## config.mk

```make
export PLATFORM = sky130hd
export DESIGN_NAME = rf_port_sched_flat
export DESIGN_NICKNAME = d
export VERILOG_FILES = /design/src/rtl/rf_port_sched_pkg.sv /design/src/rtl/rf_port_sched_if.sv /design/src/rtl/rf_port_sched_arb3.sv /design/src/rtl/rf_port_sched.sv /design/src/flat_wrapper.sv
export SDC_FILE = /design/constraint.sdc
export NUM_CORES = 1
export LEC_CHECK = 0
export CAP_MARGIN = 20
export CORE_AREA = 4 4 102 104
export CTS_CLUSTER_DIAMETER = 30
export DETAILED_ROUTE_END_ITERATION = 12
export DIE_AREA = 0 0 106 108
export PLACE_DENSITY_LB_ADDON = 0.12
export SYNTH_ARGS = -nofsm -noshare
export SYNTH_HDL_FRONTEND = slang
export SYNTH_SLANG_ARGS = --single-unit
```

## constraint.sdc

```tcl
create_clock -name clk -period 3.25 [get_ports clk]
set_clock_uncertainty 0.05 [all_clocks]
set_input_delay 0.4875 -clock clk [delete_from_list [all_inputs] [get_ports clk]]
set_output_delay 0.4875 -clock clk [all_outputs]
set_load 0.02 [all_outputs]
```

## src/rtl/rf_port_sched_pkg.sv

```systemverilog
// rf_port_sched shared types: requester slots, FSM states, default widths.
// Optional build macro RF_SCHED_X0_ZERO_EN (hard-wired zero register).
package rf_sched_pkg;

    localparam int RF_AW = 5;
    localparam int RF_DW = 32;

    typedef enum logic [1:0] {
        REQ_RD  = 2'd0,
        REQ_WB0 = 2'd1,
        REQ_WB1 = 2'd2
    } req_e;

    typedef enum logic {
        ST_CLEAR = 1'b0,
        ST_RUN   = 1'b1
    } state_e;

endpackage

```

## src/rtl/rf_port_sched_if.sv

```systemverilog
// Requester side of the register file port: one read, two write-backs.
// master = issue/write-back stages, slave = rf_port_sched.
interface rf_port_sched_if #(
    parameter int AW = 5,
    parameter int DW = 32
);
    logic          rd_valid;
    logic          rd_ready;
    logic [AW-1:0] rd_rs1;
    logic [AW-1:0] rd_rs2;
    logic          rsp_valid;
    logic [DW-1:0] rsp_data1;
    logic [DW-1:0] rsp_data2;
    logic          wb0_valid;
    logic          wb0_ready;
    logic [AW-1:0] wb0_rd;
    logic [DW-1:0] wb0_data;
    logic          wb1_valid;
    logic          wb1_ready;
    logic [AW-1:0] wb1_rd;
    logic [DW-1:0] wb1_data;

    modport master (
        output rd_valid, rd_rs1, rd_rs2,
        input  rd_ready, rsp_valid, rsp_data1, rsp_data2,
        output wb0_valid, wb0_rd, wb0_data,
        input  wb0_ready,
        output wb1_valid, wb1_rd, wb1_data,
        input  wb1_ready
    );

    modport slave (
        input  rd_valid, rd_rs1, rd_rs2,
        output rd_ready, rsp_valid, rsp_data1, rsp_data2,
        input  wb0_valid, wb0_rd, wb0_data,
        output wb0_ready,
        input  wb1_valid, wb1_rd, wb1_data,
        output wb1_ready
    );

endinterface

```

## src/rtl/rf_port_sched_arb3.sv

```systemverilog
// 3-way round-robin arbiter; search starts at the pointer,
// pointer moves past the winner, holds when nothing is granted.
module rf_rr_arb3
    import rf_sched_pkg::*;
(
    input  logic       clk,
    input  logic       reset_n,
    input  logic       en,
    input  logic [2:0] req,
    input  logic [2:0] mask,
    output logic [2:0] gnt
);

    req_e       ptr;
    logic [2:0] act;

    assign act = req & ~mask & {3{en}};

    // Pick the first active request at or after the pointer.
    always_comb begin
        gnt = 3'b000;
        unique case (ptr)
            REQ_RD: begin
                if (act[0])      gnt = 3'b001;
                else if (act[1]) gnt = 3'b010;
                else if (act[2]) gnt = 3'b100;
            end
            REQ_WB0: begin
                if (act[1])      gnt = 3'b010;
                else if (act[2]) gnt = 3'b100;
                else if (act[0]) gnt = 3'b001;
            end
            REQ_WB1: begin
                if (act[2])      gnt = 3'b100;
                else if (act[0]) gnt = 3'b001;
                else if (act[1]) gnt = 3'b010;
            end
            default: gnt = 3'b000;
        endcase
    end

    // Advance the pointer to the slot after the winner.
    always_ff @(posedge clk or negedge reset_n) begin
        if (!reset_n) begin
            ptr <= REQ_RD;
        end else begin
            unique case (1'b1)
                gnt[0]:  ptr <= REQ_WB0;
                gnt[1]:  ptr <= REQ_WB1;
                gnt[2]:  ptr <= REQ_RD;
                default: ptr <= ptr;
            endcase
        end
    end

endmodule

```

## src/rtl/rf_port_sched.sv

```systemverilog
// Shares the register file port between one reader and two write-backs.
// Build macro RF_SCHED_X0_ZERO_EN makes register 0 read-as-zero.
module rf_port_sched
    import rf_sched_pkg::*;
#(
    parameter int AW = RF_AW,
    parameter int DW = RF_DW
) (
    input  logic          clk,
    input  logic          reset_n,
    rf_port_sched_if.slave bus,
    output logic          rf_reset,
    output logic          rf_we,
    output logic [AW-1:0] rf_rs1,
    output logic [AW-1:0] rf_rs2,
    output logic [AW-1:0] rf_rd,
    output logic [DW-1:0] rf_wdata,
    input  logic [DW-1:0] rf_rs1_out,
    input  logic [DW-1:0] rf_rs2_out
);

    state_e        state;
    state_e        state_nx;
    logic          run;
    logic [2:0]    gnt;
    logic [2:0]    mask;
    logic          wb0_zero;
    logic          wb1_zero;
    logic          raw0;
    logic          raw1;
    logic [AW-1:0] rs1_q;
    logic [AW-1:0] rs2_q;
    logic          rsp_q;

`ifdef RF_SCHED_X0_ZERO_EN
    assign wb0_zero = (bus.wb0_rd == '0);
    assign wb1_zero = (bus.wb1_rd == '0);
`else
    assign wb0_zero = 1'b0;
    assign wb1_zero = 1'b0;
`endif

    assign raw0 = bus.wb0_valid & ~wb0_zero &
                  ((bus.wb0_rd == bus.rd_rs1) | (bus.wb0_rd == bus.rd_rs2));
    assign raw1 = bus.wb1_valid & ~wb1_zero &
                  ((bus.wb1_rd == bus.rd_rs1) | (bus.wb1_rd == bus.rd_rs2));

    // Zero-register writes bypass the port; a pending write hides the read.
    assign mask = {wb1_zero, wb0_zero, raw0 | raw1};

    rf_rr_arb3 u_arb (
        .clk     (clk),
        .reset_n (reset_n),
        .en      (run),
        .req     ({bus.wb1_valid, bus.wb0_valid, bus.rd_valid}),
        .mask    (mask),
        .gnt     (gnt)
    );

    // State register: reset always lands in the one-cycle clear.
    always_ff @(posedge clk or negedge reset_n) begin
        if (!reset_n) state <= ST_CLEAR;
        else          state <= state_nx;
    end

    // Next state: CLEAR hands over to RUN, which is terminal.
    always_comb begin
        state_nx = state;
        unique case (state)
            ST_CLEAR: state_nx = ST_RUN;
            ST_RUN:   state_nx = ST_RUN;
            default:  state_nx = ST_CLEAR;
        endcase
    end

    // FSM outputs: clear pulse to the file, arbitration enable.
    always_comb begin
        run      = (state == ST_RUN);
        rf_reset = (state == ST_CLEAR);
    end

    assign bus.rd_ready  = gnt[0];
    assign bus.wb0_ready = gnt[1] | (run & bus.wb0_valid & wb0_zero);
    assign bus.wb1_ready = gnt[2] | (run & bus.wb1_valid & wb1_zero);

    // Write port mux; idle and read cycles drive zero.
    always_comb begin
        rf_we    = gnt[1] | gnt[2];
        rf_rd    = '0;
        rf_wdata = '0;
        unique case (1'b1)
            gnt[1]: begin
                rf_rd    = bus.wb0_rd;
                rf_wdata = bus.wb0_data;
            end
            gnt[2]: begin
                rf_rd    = bus.wb1_rd;
                rf_wdata = bus.wb1_data;
            end
            default: ;
        endcase
    end

    assign rf_rs1 = gnt[0] ? bus.rd_rs1 : rs1_q;
    assign rf_rs2 = gnt[0] ? bus.rd_rs2 : rs2_q;

    // Remember the last read addresses and flag the response cycle.
    always_ff @(posedge clk or negedge reset_n) begin
        if (!reset_n) begin
            rs1_q <= '0;
            rs2_q <= '0;
            rsp_q <= 1'b0;
        end else begin
            rs1_q <= rf_rs1;
            rs2_q <= rf_rs2;
            rsp_q <= gnt[0];
        end
    end

    assign bus.rsp_valid = rsp_q;

`ifdef RF_SCHED_X0_ZERO_EN
    assign bus.rsp_data1 = (rs1_q == '0) ? '0 : rf_rs1_out;
    assign bus.rsp_data2 = (rs2_q == '0) ? '0 : rf_rs2_out;
`else
    assign bus.rsp_data1 = rf_rs1_out;
    assign bus.rsp_data2 = rf_rs2_out;
`endif

endmodule
```

## src/flat_wrapper.sv

```systemverilog
// flat-port wrapper written by rule: the top's interface ports become plain ports
module rf_port_sched_flat import rf_sched_pkg::*;
#(
    parameter int AW = RF_AW,
    parameter int DW = RF_DW
)
  (clk, reset_n, rf_reset, rf_we, rf_rs1, rf_rs2, rf_rd, rf_wdata, rf_rs1_out, rf_rs2_out, bus_rd_valid, bus_rd_rs1, bus_rd_rs2, bus_rd_ready, bus_rsp_valid, bus_rsp_data1, bus_rsp_data2, bus_wb0_valid, bus_wb0_rd, bus_wb0_data, bus_wb0_ready, bus_wb1_valid, bus_wb1_rd, bus_wb1_data, bus_wb1_ready);
  rf_port_sched_if #(.AW(AW), .DW(DW)) bus_i ();
  input  logic clk;
  input  logic reset_n;
  output logic rf_reset;
  output logic rf_we;
  output logic [AW-1:0] rf_rs1;
  output logic [AW-1:0] rf_rs2;
  output logic [AW-1:0] rf_rd;
  output logic [DW-1:0] rf_wdata;
  input  logic [DW-1:0] rf_rs1_out;
  input  logic [DW-1:0] rf_rs2_out;
  input wire logic [$bits(bus_i.rd_valid)-1:0] bus_rd_valid;
  input wire logic [$bits(bus_i.rd_rs1)-1:0] bus_rd_rs1;
  input wire logic [$bits(bus_i.rd_rs2)-1:0] bus_rd_rs2;
  output wire logic [$bits(bus_i.rd_ready)-1:0] bus_rd_ready;
  output wire logic [$bits(bus_i.rsp_valid)-1:0] bus_rsp_valid;
  output wire logic [$bits(bus_i.rsp_data1)-1:0] bus_rsp_data1;
  output wire logic [$bits(bus_i.rsp_data2)-1:0] bus_rsp_data2;
  input wire logic [$bits(bus_i.wb0_valid)-1:0] bus_wb0_valid;
  input wire logic [$bits(bus_i.wb0_rd)-1:0] bus_wb0_rd;
  input wire logic [$bits(bus_i.wb0_data)-1:0] bus_wb0_data;
  output wire logic [$bits(bus_i.wb0_ready)-1:0] bus_wb0_ready;
  input wire logic [$bits(bus_i.wb1_valid)-1:0] bus_wb1_valid;
  input wire logic [$bits(bus_i.wb1_rd)-1:0] bus_wb1_rd;
  input wire logic [$bits(bus_i.wb1_data)-1:0] bus_wb1_data;
  output wire logic [$bits(bus_i.wb1_ready)-1:0] bus_wb1_ready;
  assign bus_i.rd_valid = bus_rd_valid;
  assign bus_i.rd_rs1 = bus_rd_rs1;
  assign bus_i.rd_rs2 = bus_rd_rs2;
  assign bus_rd_ready = bus_i.rd_ready;
  assign bus_rsp_valid = bus_i.rsp_valid;
  assign bus_rsp_data1 = bus_i.rsp_data1;
  assign bus_rsp_data2 = bus_i.rsp_data2;
  assign bus_i.wb0_valid = bus_wb0_valid;
  assign bus_i.wb0_rd = bus_wb0_rd;
  assign bus_i.wb0_data = bus_wb0_data;
  assign bus_wb0_ready = bus_i.wb0_ready;
  assign bus_i.wb1_valid = bus_wb1_valid;
  assign bus_i.wb1_rd = bus_wb1_rd;
  assign bus_i.wb1_data = bus_wb1_data;
  assign bus_wb1_ready = bus_i.wb1_ready;
  rf_port_sched #(.AW(AW), .DW(DW)) u_core (.clk(clk), .reset_n(reset_n), .bus(bus_i), .rf_reset(rf_reset), .rf_we(rf_we), .rf_rs1(rf_rs1), .rf_rs2(rf_rs2), .rf_rd(rf_rd), .rf_wdata(rf_wdata), .rf_rs1_out(rf_rs1_out), .rf_rs2_out(rf_rs2_out));
endmodule
```

Word level (Yosys, flattened, before mapping)
Cells that the tools add are included.

Output and inout bits: 117. Flip-flop bits (word level): 14. Bits of input ports: 153. Word-level logic and storage cells: 38.

Bitwise gates (word level): 10. Reductions and logical operators: 2. Muxes and demuxes: 15. Equal/unequal tests: 6.

Operator list (count): one-hot mux 32 bit (2 select lines) (1); == test 5 bit (4); two-way mux 3 bit (6); two-way mux 5 bit (2); one-hot mux 5 bit (2 select lines) (1); one-hot mux 3 bit (3 select lines) (1); bitwise AND 3 bit (2); one-hot mux 2 bit (3 select lines) (1); two-way mux 2 bit (2); OR 1 bit (4); inverter 1 -> 3 bit (1); nonzero test 3 bit (1); bitwise AND 1 bit (2); == test 2 x 1 -> 1 bit (second input constant) (1); == test 2 bit (second input constant) (1); zero test 2 bit (1); two-way mux 1 bit (1); inverter 1 bit (1).

Longest topological paths before layout
Gate-level depths: netlist of the first run.

Depth in word-level cells: 12. Mapped depth: 6. Depth with buffers taken out: 5.

Hierarchy
Synthesis of the first run repeated with hierarchy kept, for this count alone.

Cells, all modules: 183. Area, all modules: 1705.4 um^2.

By module, submodules not included: rf_port_sched (instances 1, area each 1521.5 um^2, cells an instance 165, sequential area each 300.3 um^2); rf_rr_arb3 (instances 1, area each 183.9 um^2, cells an instance 18, sequential area each 50.0 um^2).

Worst setup path before layout of the first run
Ideal clock, no wire load.

Path type: input port to output port. From: input bus_rd_rs2[0]. To: output rf_rd[1]. Arrival: 1.749 ns. Stages on the path: 6. Data required time: 2.712 ns. Setup slack: 0.963 ns. Cells stage by stage: xnor2_1 -> nand3_2 -> o211ai_2 -> o221ai_1 -> clkbuf_1 -> o22ai_1.

Word-level cells in the longest chain between the ends: 11. Elaborated cells on any way between the ends: 15.

RTL lines: start, declared (line flat_wrapper.sv:21) `input wire logic [$bits(bus_i.rd_rs2)-1:0] bus_rd_rs2;`; == test 5 bit (on tied branches) (line rf_port_sched.sv:44, rf_port_sched.sv:46); OR 1 bit (on tied branches) (line rf_port_sched.sv:44, rf_port_sched.sv:46); bitwise AND 1 bit (on tied branches) (line rf_port_sched.sv:43, rf_port_sched.sv:45); OR 1 bit * (line rf_port_sched.sv:49) `assign mask = {wb1_zero, wb0_zero, raw0 | raw1};`; inverter 1 -> 3 bit * (line rf_port_sched_arb3.sv:17) `assign act = req & ~mask & {3{en}};`; bitwise AND 3 bit * (2 in series) (line rf_port_sched_arb3.sv:17); two-way mux 2 bit (line rf_port_sched_arb3.sv:35) `else if (act[0]) gnt = 3'b001;`; two-way mux 3 bit (line rf_port_sched_arb3.sv:34) `if (act[2]) gnt = 3'b100;`; one-hot mux 3 bit (3 select lines) * (line rf_port_sched_arb3.sv:22) `unique case (ptr)`; one-hot mux 5 bit (2 select lines) * (line rf_port_sched.sv:91) `unique case (1'b1)`; end, declared (line flat_wrapper.sv:15) `output logic [AW-1:0] rf_rd;`.

Every way passes the cells marked *; elsewhere a longest branch is shown, timed or not.

Final worst setup path of the first run
From: input bus_wb0_valid. To: output rf_rs1[3].

Word-level cells in the longest chain between the ends: 10. Elaborated cells on any way between the ends: 14.

RTL lines: start, declared (line flat_wrapper.sv:26) `input wire logic [$bits(bus_i.wb0_valid)-1:0] bus_wb0_valid;`; bitwise AND 1 bit (line rf_port_sched.sv:43) `assign raw0 = bus.wb0_valid & ~wb0_zero &`; OR 1 bit (line rf_port_sched.sv:49); inverter 1 -> 3 bit (line rf_port_sched_arb3.sv:17); bitwise AND 3 bit * (2 in series) (line rf_port_sched_arb3.sv:17); two-way mux 1 bit (line rf_port_sched_arb3.sv:31) `else if (act[0]) gnt = 3'b001;`; two-way mux 3 bit (line rf_port_sched_arb3.sv:30) `else if (act[2]) gnt = 3'b100;`; two-way mux 3 bit (line rf_port_sched_arb3.sv:29) `if (act[1]) gnt = 3'b010;`; one-hot mux 3 bit (3 select lines) * (line rf_port_sched_arb3.sv:22); two-way mux 5 bit * (line rf_port_sched.sv:104) `assign rf_rs1 = gnt[0] ? bus.rd_rs1 : rs1_q;`; end, declared (line flat_wrapper.sv:13) `output logic [AW-1:0] rf_rs1;`.

Marks and branches as above.

==> out/qor.csv, run 1 <==
metric,value,unit
"Req. time, crit path",2.71,ns
"FFs w/ async S/R, synth",100.0,%
Synth area leaders,"buf_4, dfrtp_1, o22ai_1, nand3_1, inv_1",
IO Port Bufs,141,
CTS Buf Count,3,
root buf cell,clkbuf_8,
grt total ovfl,0,
die height,108,um
# rows,36,
synth cell count leaders,"buf_4, inv_1, nand3_1, o22ai_1, xnor2_1",
Clk pwr share,11.0,%
fin. max-slew vios,0,
DR vias,2139,
starting density of the core,21.42,%
total clock sinks,14,
P_leak,1.643,nW
crit path time final,3.143,ns
hold path depth,1,
Max VDD drop,0.1976,mV
Setup crit start kind,input port,
register area share after synthesis,17.13,%
run status,"complete, no violations",
register area,350.3,sq um
mean post-synth cell area,7.439,sq um
Final ANT Viol Nets,0,
critical path peak fanout,5,
"Hold-fix buffers, CTS",0,
later-pin clock latency in the skew report,0.24,ns
leading area contributor after synthesis,buf_4,
ant diodes,0,
Final Setup Violations,0,
FF-to-FF path depth,8,
fillers,1049,
total die area,11450,sq um
vias in the first global route,2280,
Cells after Synth,275,
sw frac,43.76,%
Post-Syn Nets,428,
Detail Placement HPWL,5906,um
fin crit share,96.72,%
core area,9549,sq um
Worst-path clk slew,0.06,ns
CTS max path bufs,2,
H-tree depth,1,
PwrDens,462.7,nW/um^2
Max Fclk,318.1,MHz
vias per cell,4.261,
final WL,7615,um
most frequent cell after synthesis,buf_4,
critical path type,input port to output port,
final hold vios,0,
switching pwr,0.6894,mW
warning count from the yosys run,0,
DRC,0,
RePlAce Congestion,0.7330,
area of the multi-input gates,1025,sq um
Max-Cap Viols,0,
first-pass GRT wire length,11600,um
Layout Utilization,35.65,%
# IOs,270,
"FF+latch count, synth",14,
Die X,106,um
Sequential Power Share,18.0,%
Finished Cell Area,3405,sq um
antenna violations before repair,0,
fraction of final layout cells sized beyond drive strength 1,15.99,%
Area Overhead vs Synth,66.42,%
Placement Cell Area,3343,sq um
Critical Path End Type,output port,
synthesized cell area,2046,sq um
final net count,523,
WP data arrival,2.61,ns
DR iter-0 viols,33,
Cell Int Power,0.8860,mW
Hold Path Class,register to register,
Tightest Pin Transition,0.6674,ns
top-area cell type share of the netlist area,23.49,%
largest net degree at the start of global routing,41,
iteration count of the initial detailed-routing pass,4,
aggregate global-route resource usage,12.51,%
"Top FF cell, synth",dfrtp_1,
combinational power share,71.0,%
Final Power,1.575,mW
WL per Instance,15.17,um
Post-synth EDFFs,0,
Rel. slew slack,55.37,%
CTS tree,done,
unrepaired setup endpoints after global routing,no,
Unique masters post-synth,35,
final cells by class:
class                           count  share of cell area [%]
Multi-Input combinational cell    138                   30.10
Sequential cell                    14                   10.29
Inverter                           42                   4.631
Timing Repair Buffer              171                   48.47
Clock buffer                        4                   1.617
Tap cell                          133                   4.888
layout by cell type (no fill, tap or decap), types with 2 or more instances in the layout:
| cell | n |
|---|---|
| mux2_4 | 9 |
| xor2_1 | 4 |
| dfrtp_1 | 14 |
| dlygate4sd2_1 | 59 |
| o21ai_0 | 2 |
| buf_4 | 26 |
| nand2_1 | 6 |
| clkdlybuf4s15_1 | 4 |
| nor2_1 | 2 |
| nand3_1 | 38 |
| clkbuf_8 | 4 |
| buf_12 | 5 |
| xnor2_1 | 16 |
| clkdlybuf4s50_1 | 71 |
| dlymetal6s2s_1 | 4 |
| inv_1 | 41 |
| o22ai_1 | 38 |
metrics by stage:
step | hold slack, ns | setup slack [ns] | TNS [ns] | cells
CTS | 0.4433 | -0.07734 | -0.3764 | 501
detailed placement | 0.4298 | -0.3115 | -10.77 | 493
global placement | 0.4278 | -0.3445 | -11.61 | 493
finish | 0.4397 | 0.1066 | 0 | 502
floorplan | 0.1419 | 0.9632 | 0 | 275
global route | 0.4559 | 0.0008362 | 0 | 502
cells by family (layout without fill, tap and decap cells):
kind of cell / after synthesis / after routing / share of synthesized area (%)
AOI/OAI and AO/OA: 50 / 50 / 16.94
xor gates and xnor gates: 20 / 20 / 8.562
DFF: 14 / 14 / 17.13
other: 1 / 1 / 0.1833
muxes: 10 / 10 / 7.156
and+or+nand+nor: 57 / 57 / 15.05
buffers and inverters: 123 / 217 / 34.98
what timing repair did:
item,4_1_cts,5_1_grt
buffers inserted,3,1
pin swaps,4,4
endpoints found under the setup margin,50,12
resized for setup,69,13
cloned,1,0
per-layer routing:
metal | share of wire [%] | routed length [um] | track usage [%] | vias up
li1 | - | - | - | 1055
met1 | 38 | 2917 | 13.48 | 944
met2 | 50 | 3833 | 22.77 | 112
met3 | 8.2 | 626 | 3.701 | 28
met4 | 3.1 | 238 | 5.458 | 0
met5 | 0 | 0 | 0 | -
state kept, by name, indices dropped and copies added (netlist names):
| name | count |
|---|---|
| u_core.bus.rsp_valid | 1 |
| u_core.rs1_q | 5 |
| u_core.rs2_q | 5 |
| u_core.run | 1 |
| u_core.u_arb.ptr | 2 |
power groups by stage:
stage	combinational, mW	clock [mW]	sequential, mW
6_report	1.12	0.174	0.284
5_1_grt	1.20	0.186	0.292
4_1_cts	1.13	0.181	0.283
3_5_place_dp	1.21	0	0.285
3_3_place_gp	1.22	0	0.288
2_1_floorplan	0.714	0	0.278
final timing paths:
path                                              endpoint  slack, ns                             from
hold reg to reg                  u_core.rs1_q[4]$_DFF_PN0_       0.44        u_core.rs1_q[4]$_DFF_PN0_
min in group asynchronous        u_core.rs2_q[3]$_DFF_PN0_       0.59                          reset_n
hold / removal                   u_core.rs1_q[4]$_DFF_PN0_       0.44        u_core.rs1_q[4]$_DFF_PN0_
setup / recovery                                 rf_rs1[3]       0.11                    bus_wb0_valid
max in group asynchronous  u_core.u_arb.ptr[0]$_DFFE_PN0P_       2.13                          reset_n
setup reg to reg                 u_core.rs2_q[2]$_DFF_PN0_       1.09  u_core.u_arb.ptr[0]$_DFFE_PN0P_
worst max-delay path: stages:
cell	delay [ns]
clkdlybuf4s50_1	0.43
o21ai_0	0.16
nand2_1	0.12
a2111oi_4	0.42
buf_4	0.18
buf_4	0.11
buf_12	0.11
mux2_4	0.30
clkdlybuf4s15_1	0.29
No activity file was read; power rests on OpenSTA's default activity.
==> run 2: changes to the inputs <==
--- a/config.mk
+++ b/config.mk
@@ -10,6 +10,7 @@
 export CTS_CLUSTER_DIAMETER = 30
 export DETAILED_ROUTE_END_ITERATION = 12
 export DIE_AREA = 0 0 106 108
+export GPL_ROUTABILITY_DRIVEN = 0
 export PLACE_DENSITY_LB_ADDON = 0.12
 export SYNTH_ARGS = -nofsm -noshare
 export SYNTH_HDL_FRONTEND = slang
==> results of run 2 <==
Same layout as run 1: the final DEF is identical, and so are final timing and power.
